<file path="src/rtl/alu_seq_pkg.sv">
`default_nettype none
// +------------------------------------------------------------------+
// | Module : alu_seq_pkg                                             |
// | Brief  : Opcodes, FSM state encoding and counter sizing shared   |
// |          by the sequential ALU and its iterative datapath.       |
// | Rev    : 1.0 - initial release                                   |
// +------------------------------------------------------------------+
package alu_seq_pkg;

  localparam logic [3:0] c_op_nop  = 4'h0;
  localparam logic [3:0] c_op_add  = 4'h1;
  localparam logic [3:0] c_op_sub  = 4'h2;
  localparam logic [3:0] c_op_shlu = 4'h3;
  localparam logic [3:0] c_op_shru = 4'h4;
  localparam logic [3:0] c_op_shls = 4'h5;
  localparam logic [3:0] c_op_shrs = 4'h6;
  localparam logic [3:0] c_op_lt   = 4'h7;
  localparam logic [3:0] c_op_eq   = 4'h8;
  localparam logic [3:0] c_op_neq  = 4'h9;
  localparam logic [3:0] c_op_and  = 4'hA;
  localparam logic [3:0] c_op_or   = 4'hB;
  localparam logic [3:0] c_op_xor  = 4'hC;
  localparam logic [3:0] c_op_nor  = 4'hD;
  localparam logic [3:0] c_op_mul  = 4'hE;
  localparam logic [3:0] c_op_divu = 4'hF;

  typedef enum logic [1:0] {
    ST_IDLE = 2'd0,
    ST_ITER = 2'd1,
    ST_DONE = 2'd2
  } state_t;

  // Iteration counter must be able to represent 0..WIDTH.
  function automatic int cnt_width(input int width);
    return $clog2(width + 1);
  endfunction

endpackage
`default_nettype wire

</file>
<file path="src/rtl/alu_seq_iter.sv">
`default_nettype none
// +------------------------------------------------------------------+
// | Module : alu_seq_iter                                            |
// | Brief  : One-bit-per-cycle unsigned shift-add multiplier and,    |
// |          when ALU_SEQ_DIV_EN is defined, a restoring divider.    |
// |          o_done is high in the last of WIDTH step cycles, with   |
// |          o_res already holding the final value.                  |
// | Rev    : 1.0 - initial release                                   |
// +------------------------------------------------------------------+
module alu_seq_iter
  import alu_seq_pkg::*;
#(
  parameter int WIDTH = 32
) (
  input  logic             clk,
  input  logic             reset,
  input  logic             i_start,
  input  logic             i_op,
  input  logic [WIDTH-1:0] i_a,
  input  logic [WIDTH-1:0] i_b,
  output logic             o_done,
  output logic [WIDTH-1:0] o_res
);

  localparam int CNT_W = cnt_width(WIDTH);
  localparam logic [CNT_W-1:0] c_last = CNT_W'(WIDTH - 1);

  logic             r_busy;
  logic [CNT_W-1:0] r_cnt;
  logic [WIDTH-1:0] r_mcand;
  logic [WIDTH-1:0] r_mplier;
  logic [WIDTH-1:0] r_acc;
  logic [WIDTH-1:0] w_acc_next;

  // Partial product for the current multiplier LSB; upper bits fall off (mod 2^WIDTH).
  assign w_acc_next = r_acc + (r_mplier[0] ? r_mcand : '0);
  assign o_done     = r_busy && (r_cnt == c_last);

`ifdef ALU_SEQ_DIV_EN
  logic             r_is_div;
  logic [WIDTH-1:0] r_quo;
  logic [WIDTH-1:0] r_dvsr;
  logic [WIDTH-1:0] r_rem;
  logic [WIDTH:0]   w_rem_sh;
  logic [WIDTH:0]   w_diff;
  logic             w_fits;

  // Shift the next dividend bit into the partial remainder and trial-subtract.
  // A zero divisor always "fits", which yields an all-ones quotient.
  assign w_rem_sh = {r_rem, r_quo[WIDTH-1]};
  assign w_diff   = w_rem_sh - {1'b0, r_dvsr};
  assign w_fits   = ~w_diff[WIDTH];
  assign o_res    = r_is_div ? {r_quo[WIDTH-2:0], w_fits} : w_acc_next;

  // Divider registers: dividend bits shift out as quotient bits shift in.
  always_ff @(posedge clk) begin
    if (reset) begin
      r_is_div <= 1'b0;
      r_quo    <= '0;
      r_dvsr   <= '0;
      r_rem    <= '0;
    end else if (i_start) begin
      r_is_div <= i_op;
      r_quo    <= i_a;
      r_dvsr   <= i_b;
      r_rem    <= '0;
    end else if (r_busy) begin
      r_quo <= {r_quo[WIDTH-2:0], w_fits};
      r_rem <= w_fits ? w_diff[WIDTH-1:0] : w_rem_sh[WIDTH-1:0];
    end
  end
`else
  logic w_unused;
  assign w_unused = i_op;
  assign o_res    = w_acc_next;
`endif

  // Step counter and multiplier registers; one multiplier bit consumed per cycle.
  always_ff @(posedge clk) begin
    if (reset) begin
      r_busy   <= 1'b0;
      r_cnt    <= '0;
      r_mcand  <= '0;
      r_mplier <= '0;
      r_acc    <= '0;
    end else if (i_start) begin
      r_busy   <= 1'b1;
      r_cnt    <= '0;
      r_mcand  <= i_a;
      r_mplier <= i_b;
      r_acc    <= '0;
    end else if (r_busy) begin
      r_acc    <= w_acc_next;
      r_mcand  <= r_mcand << 1;
      r_mplier <= r_mplier >> 1;
      r_cnt    <= r_cnt + 1'b1;
      if (o_done) begin
        r_busy <= 1'b0;
      end
    end
  end

endmodule
`default_nettype wire

</file>
<file path="src/rtl/alu_seq.sv">
`default_nettype none
// +------------------------------------------------------------------+
// | Module : alu_seq                                                 |
// | Brief  : Sequential ALU with valid/ready handshakes. Logic,      |
// |          shift and compare ops finish in one cycle; MUL (and     |
// |          DIVU when ALU_SEQ_DIV_EN is defined) iterate WIDTH      |
// |          cycles in alu_seq_iter.                                 |
// | Rev    : 1.0 - initial release                                   |
// +------------------------------------------------------------------+
module alu_seq
  import alu_seq_pkg::*;
#(
  parameter int WIDTH = 32
) (
  input  logic             clk,
  input  logic             reset,
  input  logic             in_valid,
  output logic             in_ready,
  input  logic [3:0]       func_code,
  input  logic [WIDTH-1:0] A,
  input  logic [WIDTH-1:0] B,
  output logic             out_valid,
  input  logic             out_ready,
  output logic [WIDTH-1:0] result,
  output logic             zero_flag,
  output logic             busy
);

  localparam int SH_W = (WIDTH > 1) ? $clog2(WIDTH) : 1;
  localparam logic [WIDTH-1:0] c_width_v = WIDTH'(WIDTH);

  state_t           r_state;
  state_t           w_state_next;
  logic             w_accept;
  logic             w_is_iter;
  logic             w_iter_done;
  logic [WIDTH-1:0] w_iter_res;
  logic [WIDTH-1:0] w_alu_res;
  logic             w_big;
  logic [SH_W-1:0]  w_shamt;

  // The whole of B is the shift amount; anything >= WIDTH saturates.
  assign w_big   = (B >= c_width_v);
  assign w_shamt = B[SH_W-1:0];

`ifdef ALU_SEQ_DIV_EN
  assign w_is_iter = (func_code == c_op_mul) || (func_code == c_op_divu);
`else
  assign w_is_iter = (func_code == c_op_mul);
`endif

  // Single-cycle result, evaluated on the live operands in the accept cycle.
  always_comb begin
    w_alu_res = '0;
    case (func_code)
      c_op_add:  w_alu_res = A + B;
      c_op_sub:  w_alu_res = A - B;
      c_op_shlu,
      c_op_shls: w_alu_res = w_big ? '0 : (A << w_shamt);
      c_op_shru: w_alu_res = w_big ? '0 : (A >> w_shamt);
      c_op_shrs: w_alu_res = w_big ? {WIDTH{A[WIDTH-1]}}
                                   : $unsigned($signed(A) >>> w_shamt);
      c_op_lt:   w_alu_res = {{(WIDTH-1){1'b0}}, (A < B)};
      c_op_eq:   w_alu_res = {{(WIDTH-1){1'b0}}, (A == B)};
      c_op_neq:  w_alu_res = {{(WIDTH-1){1'b0}}, (A != B)};
      c_op_and:  w_alu_res = A & B;
      c_op_or:   w_alu_res = A | B;
      c_op_xor:  w_alu_res = A ^ B;
      c_op_nor:  w_alu_res = ~(A | B);
      default:   w_alu_res = '0;
    endcase
  end

  alu_seq_iter #(
    .WIDTH (WIDTH)
  ) u_iter (
    .clk     (clk),
    .reset   (reset),
    .i_start (w_accept && w_is_iter),
    .i_op    (func_code == c_op_divu),
    .i_a     (A),
    .i_b     (B),
    .o_done  (w_iter_done),
    .o_res   (w_iter_res)
  );

  // State register.
  always_ff @(posedge clk) begin
    if (reset) begin
      r_state <= ST_IDLE;
    end else begin
      r_state <= w_state_next;
    end
  end

  // Next-state and handshake outputs; requests are only seen in IDLE.
  always_comb begin
    w_state_next = r_state;
    w_accept     = 1'b0;
    in_ready     = 1'b0;
    out_valid    = 1'b0;
    busy         = 1'b0;
    case (r_state)
      ST_IDLE: begin
        in_ready = 1'b1;
        if (in_valid) begin
          w_accept     = 1'b1;
          w_state_next = w_is_iter ? ST_ITER : ST_DONE;
        end
      end
      ST_ITER: begin
        busy = 1'b1;
        if (w_iter_done) begin
          w_state_next = ST_DONE;
        end
      end
      ST_DONE: begin
        out_valid = 1'b1;
        if (out_ready) begin
          w_state_next = ST_IDLE;
        end
      end
      default: w_state_next = ST_IDLE;
    endcase
  end

  // Result and zero flag load once per operation and then hold through DONE.
  always_ff @(posedge clk) begin
    if (reset) begin
      result    <= '0;
      zero_flag <= 1'b1;
    end else if (w_accept && !w_is_iter) begin
      result    <= w_alu_res;
      zero_flag <= (w_alu_res == '0);
    end else if ((r_state == ST_ITER) && w_iter_done) begin
      result    <= w_iter_res;
      zero_flag <= (w_iter_res == '0);
    end
  end

endmodule
`default_nettype wire

</file>
<file path="config.mk">
export PLATFORM = sky130hd
export DESIGN_NAME = alu_seq
export DESIGN_NICKNAME = d
export VERILOG_FILES = /design/src/rtl/alu_seq_pkg.sv /design/src/rtl/alu_seq_iter.sv /design/src/rtl/alu_seq.sv
export SDC_FILE = /design/constraint.sdc
export NUM_CORES = 1
export LEC_CHECK = 0
export BUFFER_PORTS_ARGS = -buffer_cell sky130_fd_sc_hd__buf_2
export CELL_PAD_IN_SITES_DETAIL_PLACEMENT = 0
export CELL_PAD_IN_SITES_GLOBAL_PLACEMENT = 1
export CORE_MARGIN = 4
export CORE_UTILIZATION = 30
export DETAILED_ROUTE_END_ITERATION = 16
export PLACE_DENSITY = 0.53
export SLEW_MARGIN = 10
export SYNTH_ARGS = -nofsm -noshare
export SYNTH_HDL_FRONTEND = slang
export SYNTH_SLANG_ARGS = --single-unit
</file>
<file path="constraint.sdc">
create_clock -name clk -period 8 [get_ports clk]
set_clock_uncertainty 0.1 [all_clocks]
set_input_delay 0 -clock clk [delete_from_list [all_inputs] [get_ports clk]]
set_output_delay 0 -clock clk [all_outputs]
set_load 0.005 [all_outputs]
</file>
Word level (Yosys, flattened, before mapping)
Cells that the tools add are included.

Word-level logic and storage cells: 82. Input bits: 72. Output and inout bits: 36. Bits in registers: 138.

Equal/unequal tests: 22. Bitwise gates (word level): 4. Shifts and indexed selects: 3. $add $sub $neg: 4. Mux-type cells: 26. Reductions and logical operators: 13. $lt $le $gt $ge: 2.

Operators with widths (count): 32-bit case mux with 12 select lines (1); 32-bit 2-to-1 mux (10); 32-bit adder (2); 32-bit zero test (2); 32-bit AND (1); 32-bit == test (1); 32-bit by 6-bit >= comparator with 1-bit output (second input constant) (1); 32-bit less-than comparator (1); 32-bit != test (1); 32-bit inverter (1); 32-bit OR (1); 32-bit by 5-bit left shift with 32-bit output (1); 32-bit by 5-bit right shift with 32-bit output (1); 32-bit by 5-bit >>> shifter with 32-bit output (1); 32-bit subtractor (1); 32-bit XOR (1); 4-bit == test (second input constant) (7); 4-bit by 3-bit == test with 1-bit output (second input constant) (4); 1-bit 2-to-1 mux (10); 4-bit by 2-bit == test with 1-bit output (second input constant) (2); 2-bit 2-to-1 mux (4); 6-bit by 1-bit adder with 6-bit output (second input constant) (1); 6-bit by 5-bit == test with 1-bit output (second input constant) (1); 2-bit != test (second input constant) (3); other kinds (10) (15).

Logic depth before layout (Yosys ltp)
Gate-level depths: netlist of the first run.

Depth after elaboration: 5. Mapped depth: 20. Gate-level depth less buffers: 16.

Hierarchy
A second synthesis of the first run with hierarchy kept.

Cells, all modules: 2582. Area total of the unflattened synthesis: 19187.2 um2.

By module, submodules not included: alu_seq (area an instance 13027.5 um2, sequential area each 700.7 um2, cells each 1820, instances 1); alu_seq_iter (area an instance 6159.7 um2, sequential area each 2062.0 um2, cells each 762, instances 1).

Worst setup path after synthesis of the first run
OpenSTA, ideal clock, no wires.

Path kind: input -> register. From: in B[2]. To: reg zero_flag. Path buffers: 5. Arrival time: 4119 ps. Setup time: 62 ps. Path slack: 3719 ps. Cell stages on the path: 19. Data required time: 7838 ps. Cell sequence: buf_2 -> buf_2 -> clkinv_1 -> clkbuf_1 -> clkbuf_1 -> ha_1 -> clkbuf_1 -> nor3_1 -> o31ai_1 -> a21oi_1 -> o211a_1 -> or4b_2 -> nor4_1 -> nand4_1 -> nor4_1 -> nand4_1 -> nor4_1 -> nand3b_1 -> nand3_1.

Word-level cells in the longest chain between the ends: 5. Elaborated cells on any way between the ends: 19. Those cells by class: add/sub: 2; order compare: 2; eq/ne: 2; shift: 3; mux: 5; bitwise: 4; reduce/logical: 1.

RTL lines: start, declared (line alu_seq.sv:21) `input logic [WIDTH-1:0] B,`; 32-bit by 6-bit >= comparator with 1-bit output, or another cell as far along (line alu_seq.sv:43) `assign w_big = (B >= c_width_v);`; 32-bit 2-to-1 mux, or another cell as far along (line alu_seq.sv:61) `c_op_shrs: w_alu_res = w_big ? {WIDTH{A[WIDTH-1]}}`; 32-bit case mux with 12 select lines * (line alu_seq.sv:55) `case (func_code)`; 32-bit zero test * (line alu_seq.sv:134) `zero_flag <= (w_alu_res == '0);`; 1-bit 2-to-1 mux * (line alu_seq.sv:132) `end else if (w_accept && !w_is_iter) begin`; end signal, assigned (line alu_seq.sv:134); end signal, assigned (line alu_seq.sv:137) `zero_flag <= (w_iter_res == '0);`; end, declared (line alu_seq.sv:25) `output logic zero_flag,`.

Every way passes the cells marked *; elsewhere a longest branch is shown, timed or not. A chain may end at the register's enable or synchronous reset.

Worst setup path in the final report of the first run
From: in A[13]. To: reg zero_flag.

Word-level cells in the longest chain between the ends: 5. Elaborated cells on any way between the ends: 18. Those cells by class: add/sub: 2; order compare: 1; eq/ne: 2; shift: 3; mux: 5; bitwise: 4; reduce/logical: 1.

RTL lines: start, declared (line alu_seq.sv:20) `input logic [WIDTH-1:0] A,`; branches (longest 2 deep; another with 32-bit subtractor); 32-bit case mux with 12 select lines * (line alu_seq.sv:55); 32-bit zero test * (line alu_seq.sv:134); 1-bit 2-to-1 mux * (line alu_seq.sv:132).

Every way passes the cells marked *.

==> results of run 1 <==
registers in the layout, summed over array words and instances (netlist names):
register	flops
r_state	2
result	32
u_iter.r_acc	32
u_iter.r_busy	1
u_iter.r_cnt	6
u_iter.r_mcand	32
u_iter.r_mplier	32
zero_flag	1
worst reg2reg max path, cell delays in order, from the launching register on:
cell and delay, ns:
sky130_fd_sc_hd__dfxtp_1 0.95, sky130_fd_sc_hd__and2_1 0.24, sky130_fd_sc_hd__ha_1 0.16, sky130_fd_sc_hd__inv_1 0.06, sky130_fd_sc_hd__fa_1 0.42, sky130_fd_sc_hd__nor2b_1 0.19
sky130_fd_sc_hd__o31ai_2 0.10, sky130_fd_sc_hd__a21oi_1 0.24, sky130_fd_sc_hd__nor2_1 0.14, sky130_fd_sc_hd__o21ai_0 0.25, sky130_fd_sc_hd__xor2_1 0.15, sky130_fd_sc_hd__or3_1 0.38
sky130_fd_sc_hd__nor3_1 0.38, sky130_fd_sc_hd__nand4_1 0.23, sky130_fd_sc_hd__or4_1 0.43, sky130_fd_sc_hd__or4b_1 0.52, sky130_fd_sc_hd__nand3_1 0.09
layout by cell type (no fill, tap or decap), types with 38 or more instances in the layout:
cell                            count
sky130_fd_sc_hd__nor2_1           278
sky130_fd_sc_hd__nand2_1          185
sky130_fd_sc_hd__ha_1             147
sky130_fd_sc_hd__a21oi_1          143
sky130_fd_sc_hd__dfxtp_1          137
sky130_fd_sc_hd__mux2i_1          133
sky130_fd_sc_hd__o21ai_0          106
sky130_fd_sc_hd__buf_2            105
sky130_fd_sc_hd__a211oi_1         101
sky130_fd_sc_hd__inv_1            100
sky130_fd_sc_hd__mux4_2            62
sky130_fd_sc_hd__dlygate4sd3_1     54
sky130_fd_sc_hd__nor3_1            46
sky130_fd_sc_hd__o211ai_1          43
sky130_fd_sc_hd__buf_4             42
sky130_fd_sc_hd__nand3_1           39
sky130_fd_sc_hd__and2_1            38
power by group:
part	switching (mW)	internal (mW)	total, mW
Sequential	0.0172	0.707	0.724
Combinational	0.619	0.313	0.933
Clock	0.348	0.461	0.808
metal layers:
layer,GRT usage,wire length (um),vias up
met3,0.04453,6160,152
met4,0.1095,3862,0
li1,-,-,8840
met5,0,0,-
met1,0.3837,40830,9492
met2,0.4305,40440,887
cell type report:
class	count	area [um2]
Tap cell	773	967.2
Clock inverter	14	146.4
Inverter	104	390.4
Sequential cell	138	2766
Antenna cell	1	2.502
Multi-Input combinational cell	1891	13970
Clock buffer	18	429.2
Fill cell	6350	38850
Timing Repair Buffer	201	1381
cells by family (layout without fill, tap and decap cells):
logic type	after synthesis	count (layout)	share of synthesized area
and+or+nand+nor	762	762	0.2028
AOI/OAI and AO/OA	725	725	0.2864
buffers and inverters	297	337	0.06447
muxes	213	213	0.1645
adders and majority gates	150	150	0.1066
DFF	138	138	0.1551
xor gates and xnor gates	41	41	0.02016
other	0	1	0
worst min-delay path by stage:
stage / slack [ns] / cells after the start / to / startpoint
2_1_floorplan: 0.08 / 2 / u_iter.r_mcand[15] / A[15]
6_report: 0.02 / 4 / u_iter.r_mplier[31] / B[31]
5_1_grt: 0.04 / 3 / u_iter.r_mcand[5] / A[5]
3_5_place_dp: 0.08 / 2 / u_iter.r_busy / reset
4_1_cts: 0.007 / 4 / u_iter.r_mplier[31] / B[31]
3_3_place_gp: 0.07 / 2 / u_iter.r_busy / reset
==> summary by stage, run 1 <==
Cells and area
The final design utilization is 0.3404. The count of cells in the finished layout, fillers not included, comes to 3140. The share of final-layout standard cells stronger than drive strength 1 is 0.1251. Compared with the post-synthesis result, the final layout area differs by 12.56%. The final net count is 2575. The area of all placed cells without fillers is 0.02005 mm2.

STA
The count of final hold-check violations is 0. The number of slew-limit violations in the final report is 0. The final worst-path setup slack is 2.062 ns. The worst hold slack after final layout is 0.02477 ns. Setup repair after global routing left no endpoint under its margin. The post-layout minimum cycle time is 5.938 ns. The transition time at the pin with the least slew margin is 1.471 ns. The relative slew slack is 0.01661. The share of the cycle needed by the critical path after routing is 0.7422. The timing-limited maximum frequency is 168.4 MHz. The number of setup violations in the final report is 0.

The setup TNS after final layout is 0 ns.

Yosys
The proportion of register bits with asynchronous set or reset after synthesis is 0. The synthesized net count is 2548. In this run the cell area of the synthesized design comes to 0.01782 mm2. By count the netlist is led by sky130_fd_sc_hd__nor2_1, sky130_fd_sc_hd__nand2_1, sky130_fd_sc_hd__clkbuf_1. Among all flip-flop cells after synthesis, the most frequent one is sky130_fd_sc_hd__dfxtp_1.

The number of instances in the synthesized netlist is 2326. The count of state elements after synthesis is 138. During synthesis, Yosys emitted a total of 0 warnings. After synthesis, the mean cell area works out to 7.659 um2. The area share of the largest cell type after synthesis is 0.1551. In this run, synthesis inferred 0 flip-flops with an integrated enable.

The synthesized design spends more area on one cell type than any other, namely sky130_fd_sc_hd__dfxtp_1. The number of library cell types mapped by synthesis is 91. By area the synthesized netlist is led by sky130_fd_sc_hd__dfxtp_1, sky130_fd_sc_hd__ha_1, sky130_fd_sc_hd__mux4_2, sky130_fd_sc_hd__mux2i_1, sky130_fd_sc_hd__nor2_1.

The most common cell in the synthesized netlist is sky130_fd_sc_hd__nor2_1. Of the synthesized area, sequential elements account for 0.1551.

Placed design
The last weighted congestion value of the routability-driven placer is 0.9979. After legalization and detailed placement, the total HPWL measured 69.49 mm. The number of input and output port buffers inserted is 107. The worst setup slack before clock tree synthesis is 2.507 ns. Once placement completed, the tool counted placed cells totaling 3053. The instance area after placement is 0.01893 mm2.

Setup path
Counting cells, the worst reg-to-reg path comes to 16. The endpoint kind of the worst setup timing path is a register. The critical path arrival is 6.22 ns. Counting both buffers and inverters, the worst setup path holds a total of 3.

STA puts the critical path data required time at 8.28 ns. The cell at the slowest stage of the critical path is sky130_fd_sc_hd__a2111oi_1. The worst setup path is launched from an input port. The setup check on the worst reg-to-reg path leaves a slack of 2.91 ns. Counting buffers and inverters, the worst setup path is 16 cells deep. Of all nets on the critical path, the largest fanout is 14. In this design, the stage delay of the slowest critical-path cell is 1.37 ns. The signal on the critical path passes through dlygate4sd3_1, buf_2, inv_1, ha_1, nand4_1, o211ai_1, a21boi_0, a2111oi_1, nor3_1, a22o_1, o31ai_1, and4_1, o2111ai_1, nor4_1, nand3b_1, nand3_1. Tracing the worst setup path back leads to its startpoint at A[13]. The worst register-to-register path begins at u_iter.r_mplier[0]. Following the worst setup path forward leads to its endpoint at zero_flag. The critical path is of the input port to register type.

The worst register-to-register path ends at zero_flag. The category of cells accounting for the largest share of critical-path delay is compound AO/OA/AOI/OAI gates.

Power and ir drop
The power per cell area is 122.9 mW/mm2. The overall power is 2.465 mW. For this design the static power due to leakage is 7.718 nW. The maximum VDD drop is 0.1544 mV.

Route
Across all layers, the routed design uses 19.37k vias. Once detail routing completed, the nets flagged for antenna violations numbered 0. For this block, the initial DRC count from the detailed router was 2046.

In the final routed layout, each cell accounts on average for 29.08 um. The number of iterations in the first detailed-routing pass is 7. The detailed-route vias per instance is 6.169.

The residual DRC count is 0. For this block, the routed nets add up to 91.30 mm of wire.

Floorplan
The die boundary height is 251.7 um. The horizontal die dimension is 251.7 um. The effective utilization at floorplan is 0.3024. The die covers 0.06335 mm2. 108 I/O pins were placed.

After floorplanning, the core was divided into 89 placement rows. The core region is 0.05891 mm2.

CTS
The library cell used as clock root buffer is sky130_fd_sc_hd__clkbuf_16. The clock tree from TritonCTS is yes. The number of buffers inserted during clock tree synthesis is 17.

The number of setup buffers added after CTS is 0. The number of buffers added to fix hold violations after cts is 54. The clock net in this run drives a total of 138 sinks.

The count of H-tree levels built during CTS is 4. The post-CTS resize count is 0. The clock tree buffer depth is 2. The clock-pin transition on the worst setup and hold timing paths is 0.07 ns.

The clock network latency to the later pin of the worst-skew pair is 0.45 ns.

Global routing
The initial antenna violation count was 0. The via count of the first global-routing pass came to 18.49k. After global routing the overflow that remains totals 0.

The maximum number of pins on one net before global-route repair is 99. The first global-routing pass estimated 131.0 mm of wire. Across every metal layer, demand over resource in global routing totals 0.2765.

Outcome
The checks that failed: max-capacitance violations. The flow ran to the end, but the final reports show violations.

Worst hold path
The worst hold path belongs to the class input port to register.

Job
The total of max-cap violations is 1.
(Power assumes the default switching activity.)
==> inputs of run 2 (changes only) <==
- clock period: 8 -> 5.9 ns (I/O delays scaled with it)
==> run 2 against run 1 <==
Against the previous run: global-route usage is 0.068 points higher; count of clock-buffer cells in the layout unchanged; wire length hardly changed; first-iteration DRC count is 2.2% higher; the run now ends clean; die area unchanged; critical endpoint unchanged; sequential share of layout area down 0.20 points; non-clock buffer count rose by 30; clock power rose by 44%; combinational power is 37% higher; cell count increased by 0.92%; hold slack worse by 0.023 ns; cell area increased by 1.5%.
==> summary by stage, run 2 (synthesis gave the netlist of run 1 again) <==
Setup path
The worst reg-to-reg setup slack is 1.09 ns (-1.82 ns). The critical path arrival is 5.19 ns (-1.03 ns). The critical path starts at A[10]. The endpoint identified for the worst register-to-register timing path is zero_flag. The critical path class is input port to register. The largest stage delay on the critical path was 0.57 ns (-0.80 ns). The endpoint kind of the worst setup timing path is a register.

The largest fanout of any net on the critical path is 15 (+1). The most critical setup path has its endpoint at zero_flag. The cell at the slowest stage of the critical path is sky130_fd_sc_hd__o21ai_0. The worst setup path is launched from an input port. The signal on the critical path passes through dlygate4sd3_1, buf_2, inv_1, ha_1, nor4_1, buf_4, o21ai_0, a311o_1, and4_1, o31ai_1, a21boi_0, o311ai_0, a211oi_1, o21ai_0, nor4_1, nand3b_1, nand3_1. The critical path data required time is 6.13 ns (-2.15 ns). The worst reg-to-reg path cell count was 16 (unchanged). The launch point of the worst reg-to-reg path is u_iter.r_mplier[0].

Global routing
The initial antenna violation count is 0 (unchanged). The maximum number of pins on one net before global-route repair was 97 (-2.0%). The total global routing overflow is 0 (unchanged). The overall routing resource usage is 0.2772 (+0.0006839). The via count of the first global-routing pass is 18.66k (+0.93%). The first-pass GRT wire length is 131.8 mm (+0.63%).

Floorplan
The number of standard-cell rows in the floorplan was 89 (unchanged). The horizontal die dimension was 251.7 um (unchanged). The die boundary height is 251.7 um (unchanged). The area of the core is 0.05891 mm2 (unchanged). The area of the die was 0.06335 mm2 (unchanged).

The number of placed I/O pins is 108 (unchanged). The effective utilization at floorplan is 0.3024 (unchanged).

Placed design
The number of input and output port buffers inserted is 107 (unchanged). The last weighted congestion value of the routability-driven placer is 0.9768 (-2.1%). The instance area after placement is 0.01915 mm2 (+1.1%). The placed wire-length estimate after detailed placement is 70.76 mm (+1.8%).

Route
The residual DRC count is 0 (unchanged). The residual antenna-violating net count after detailed routing is 0 (unchanged). The number of vias after detailed routing is 19.58k (+1.1%). The post-detailed-route wirelength per cell was 28.80 um (-0.93%). The total detailed-routing wirelength is 91.28 mm (about the same). The detailed-route vias per instance is 6.179 (+0.16%). The starting DRC count in detailed routing is 2092 (+2.2%). The number of iterations in the first detailed-routing pass was 6 (-1).

Cells and area
The library cell used most frequently in the layout, excluding fill and tap cells, is sky130_fd_sc_hd__nor2_1. The area of all placed cells without fillers came to 0.02035 mm2 (+1.5%). In the layout the commonest cells are sky130_fd_sc_hd__nor2_1, sky130_fd_sc_hd__nand2_1, sky130_fd_sc_hd__ha_1.

Relative to the synthesized area, the layout overhead comes to 14.25%. The layout filler cell count came to 6287 (-0.99%). The number of antenna diodes came to 0 (-1). The final net count is 2605 (+1.2%).

The share of final-layout standard cells stronger than drive strength 1 was 0.1348 (+0.009702).

Power and ir drop
The portion of total power attributed to sequential cells came to 0.286 (-0.008). The proportion of total power due to net switching is 0.3915 (-0.007883). The maximum VDD drop is 0.2157 mV (+40%). The net switching power figure was 1.339 mW (+36%).

The power per cell area is 168.0 mW/mm2 (+37%). The relative contribution of the clock network to total power was 0.339 (+0.011). The static leakage came to 7.912 nW (+2.5%).

The overall power is 3.420 mW (+39%). The combinational cell fraction of total power is 0.374 (-0.004). The internal cell power came to 2.081 mW (+41%).

CTS
The clock network latency to the later pin of the worst-skew pair was 0.45 ns (about the same). The clock sink count came to 138 (unchanged). The clock tree from TritonCTS is yes. The library cell used as clock root buffer is sky130_fd_sc_hd__clkbuf_16. The number of setup buffers added after CTS was 0 (unchanged).

The count of H-tree levels built during CTS is 4 (unchanged). The clock-pin transition on the worst setup and hold timing paths came to 0.06 ns (about the same). The clock tree buffer depth came to 2 (unchanged). The number of buffers inserted during clock tree synthesis is 17 (unchanged).

STA
Based on the critical path, the design can be clocked at up to 201.4 MHz. The transition time at the pin with the least slew margin is 1.147 ns (-0.3239 ns). Counting I/O delays and the setup requirement, the final critical path takes 4.965 ns. The relative slew slack is 0.2152 (+0.1986). The number of slew-limit violations in the final report is 0 (unchanged).

The number of setup violations in the final report is 0 (unchanged). Setup repair after global routing left no endpoint under its margin. In the finished design, the share of the clock period the worst path needs comes to 0.8416. The setup TNS after final layout is 0 ns (unchanged). The count of final hold-check violations is 0 (unchanged).

Job
The total of max-cap violations is 0 (-1).

Outcome
The run finished with clean final reports.

Worst hold path
The min-delay analysis places its worst path in the category input port to register.
-- run 2: cell count changes in the layout (fill, tap and decap cells not counted), moves of 2 or more --
cell                            before  now
sky130_fd_sc_hd__dlygate4sd3_1      54   58
sky130_fd_sc_hd__inv_6               2    4
sky130_fd_sc_hd__clkinv_2            5    0
sky130_fd_sc_hd__buf_4              42   67
-- run 2: metal layers --
metal | part of all wire | wire length (um) | track usage | up-vias
met2 | 0.45 | 41440 | 0.4416 | 885
met5 | 0 | 0 | 0 | -
met1 | 0.45 | 40670 | 0.3854 | 9699
met4 | 0.033 | 2977 | 0.08290 | 0
met3 | 0.068 | 6193 | 0.04752 | 117
li1 | - | - | - | 8880
-- run 2: power by group through the flow --
stage / clock (mW) / combinational, mW / sequential, mW
floorplan: 0 / 0.739 / 0.993
global placement: 0 / 1.23 / 0.999
detailed placement: 0 / 1.22 / 1.00
CTS: 1.20 / 1.25 / 0.979
global route: 1.23 / 1.36 / 0.980
finish: 1.16 / 1.28 / 0.979
-- run 2: repair_timing --
action                                 4_1_cts  5_1_grt
resized for setup                            0        0
endpoints found under the hold margin       60        0
hold buffers                                58        0
-- run 2: area by class of cell --
type                    count  area (um2)  area share
clock buffers              18       439.2     0.02158
inverters                 104       390.4     0.01918
clock inverters            14       185.2    0.009098
flip-flops and latches    138        2766      0.1359
multi-input cells        1891       13980      0.6867
repair buffers            231        1629     0.08003
well taps                 773       967.2     0.04752
-- run 2: critical path: cells and delay by family --
family	cells	cell delay (ns)
AND/OR/NAND/NOR	5	0.90
buffers and inverters	4	1.18
AO/OA/AOI/OAI	7	2.57
adder cells (fa/ha/maj)	1	0.50
-- run 2: how the worst min path moves through the flow --
stage	startpoint	endpoint	slack (ns)	cells after the start
finish	A[6]	u_iter.r_mcand[6]	0.001	3
floorplan	A[15]	u_iter.r_mcand[15]	0.08	2
CTS	A[6]	u_iter.r_mcand[6]	0.003	3
global placement	out_ready	r_state[1]	0.22	4
detailed placement	out_ready	r_state[1]	0.23	4
global route	A[6]	u_iter.r_mcand[6]	0.02	3
-- run 2: per-stage QoR --
step                      hold slack, ns    util  cells  setup slack [ns]
after floorplan                  0.08264       -   2326             1.619
after global placement            0.2198  0.3251   3079             1.053
after detailed placement          0.2261  0.3251   3079             1.139
after CTS                       0.003308  0.3455   3169             1.048
after global routing             0.01521  0.3455   3169            0.5854
final                           0.001490  0.3455   3169            0.9347
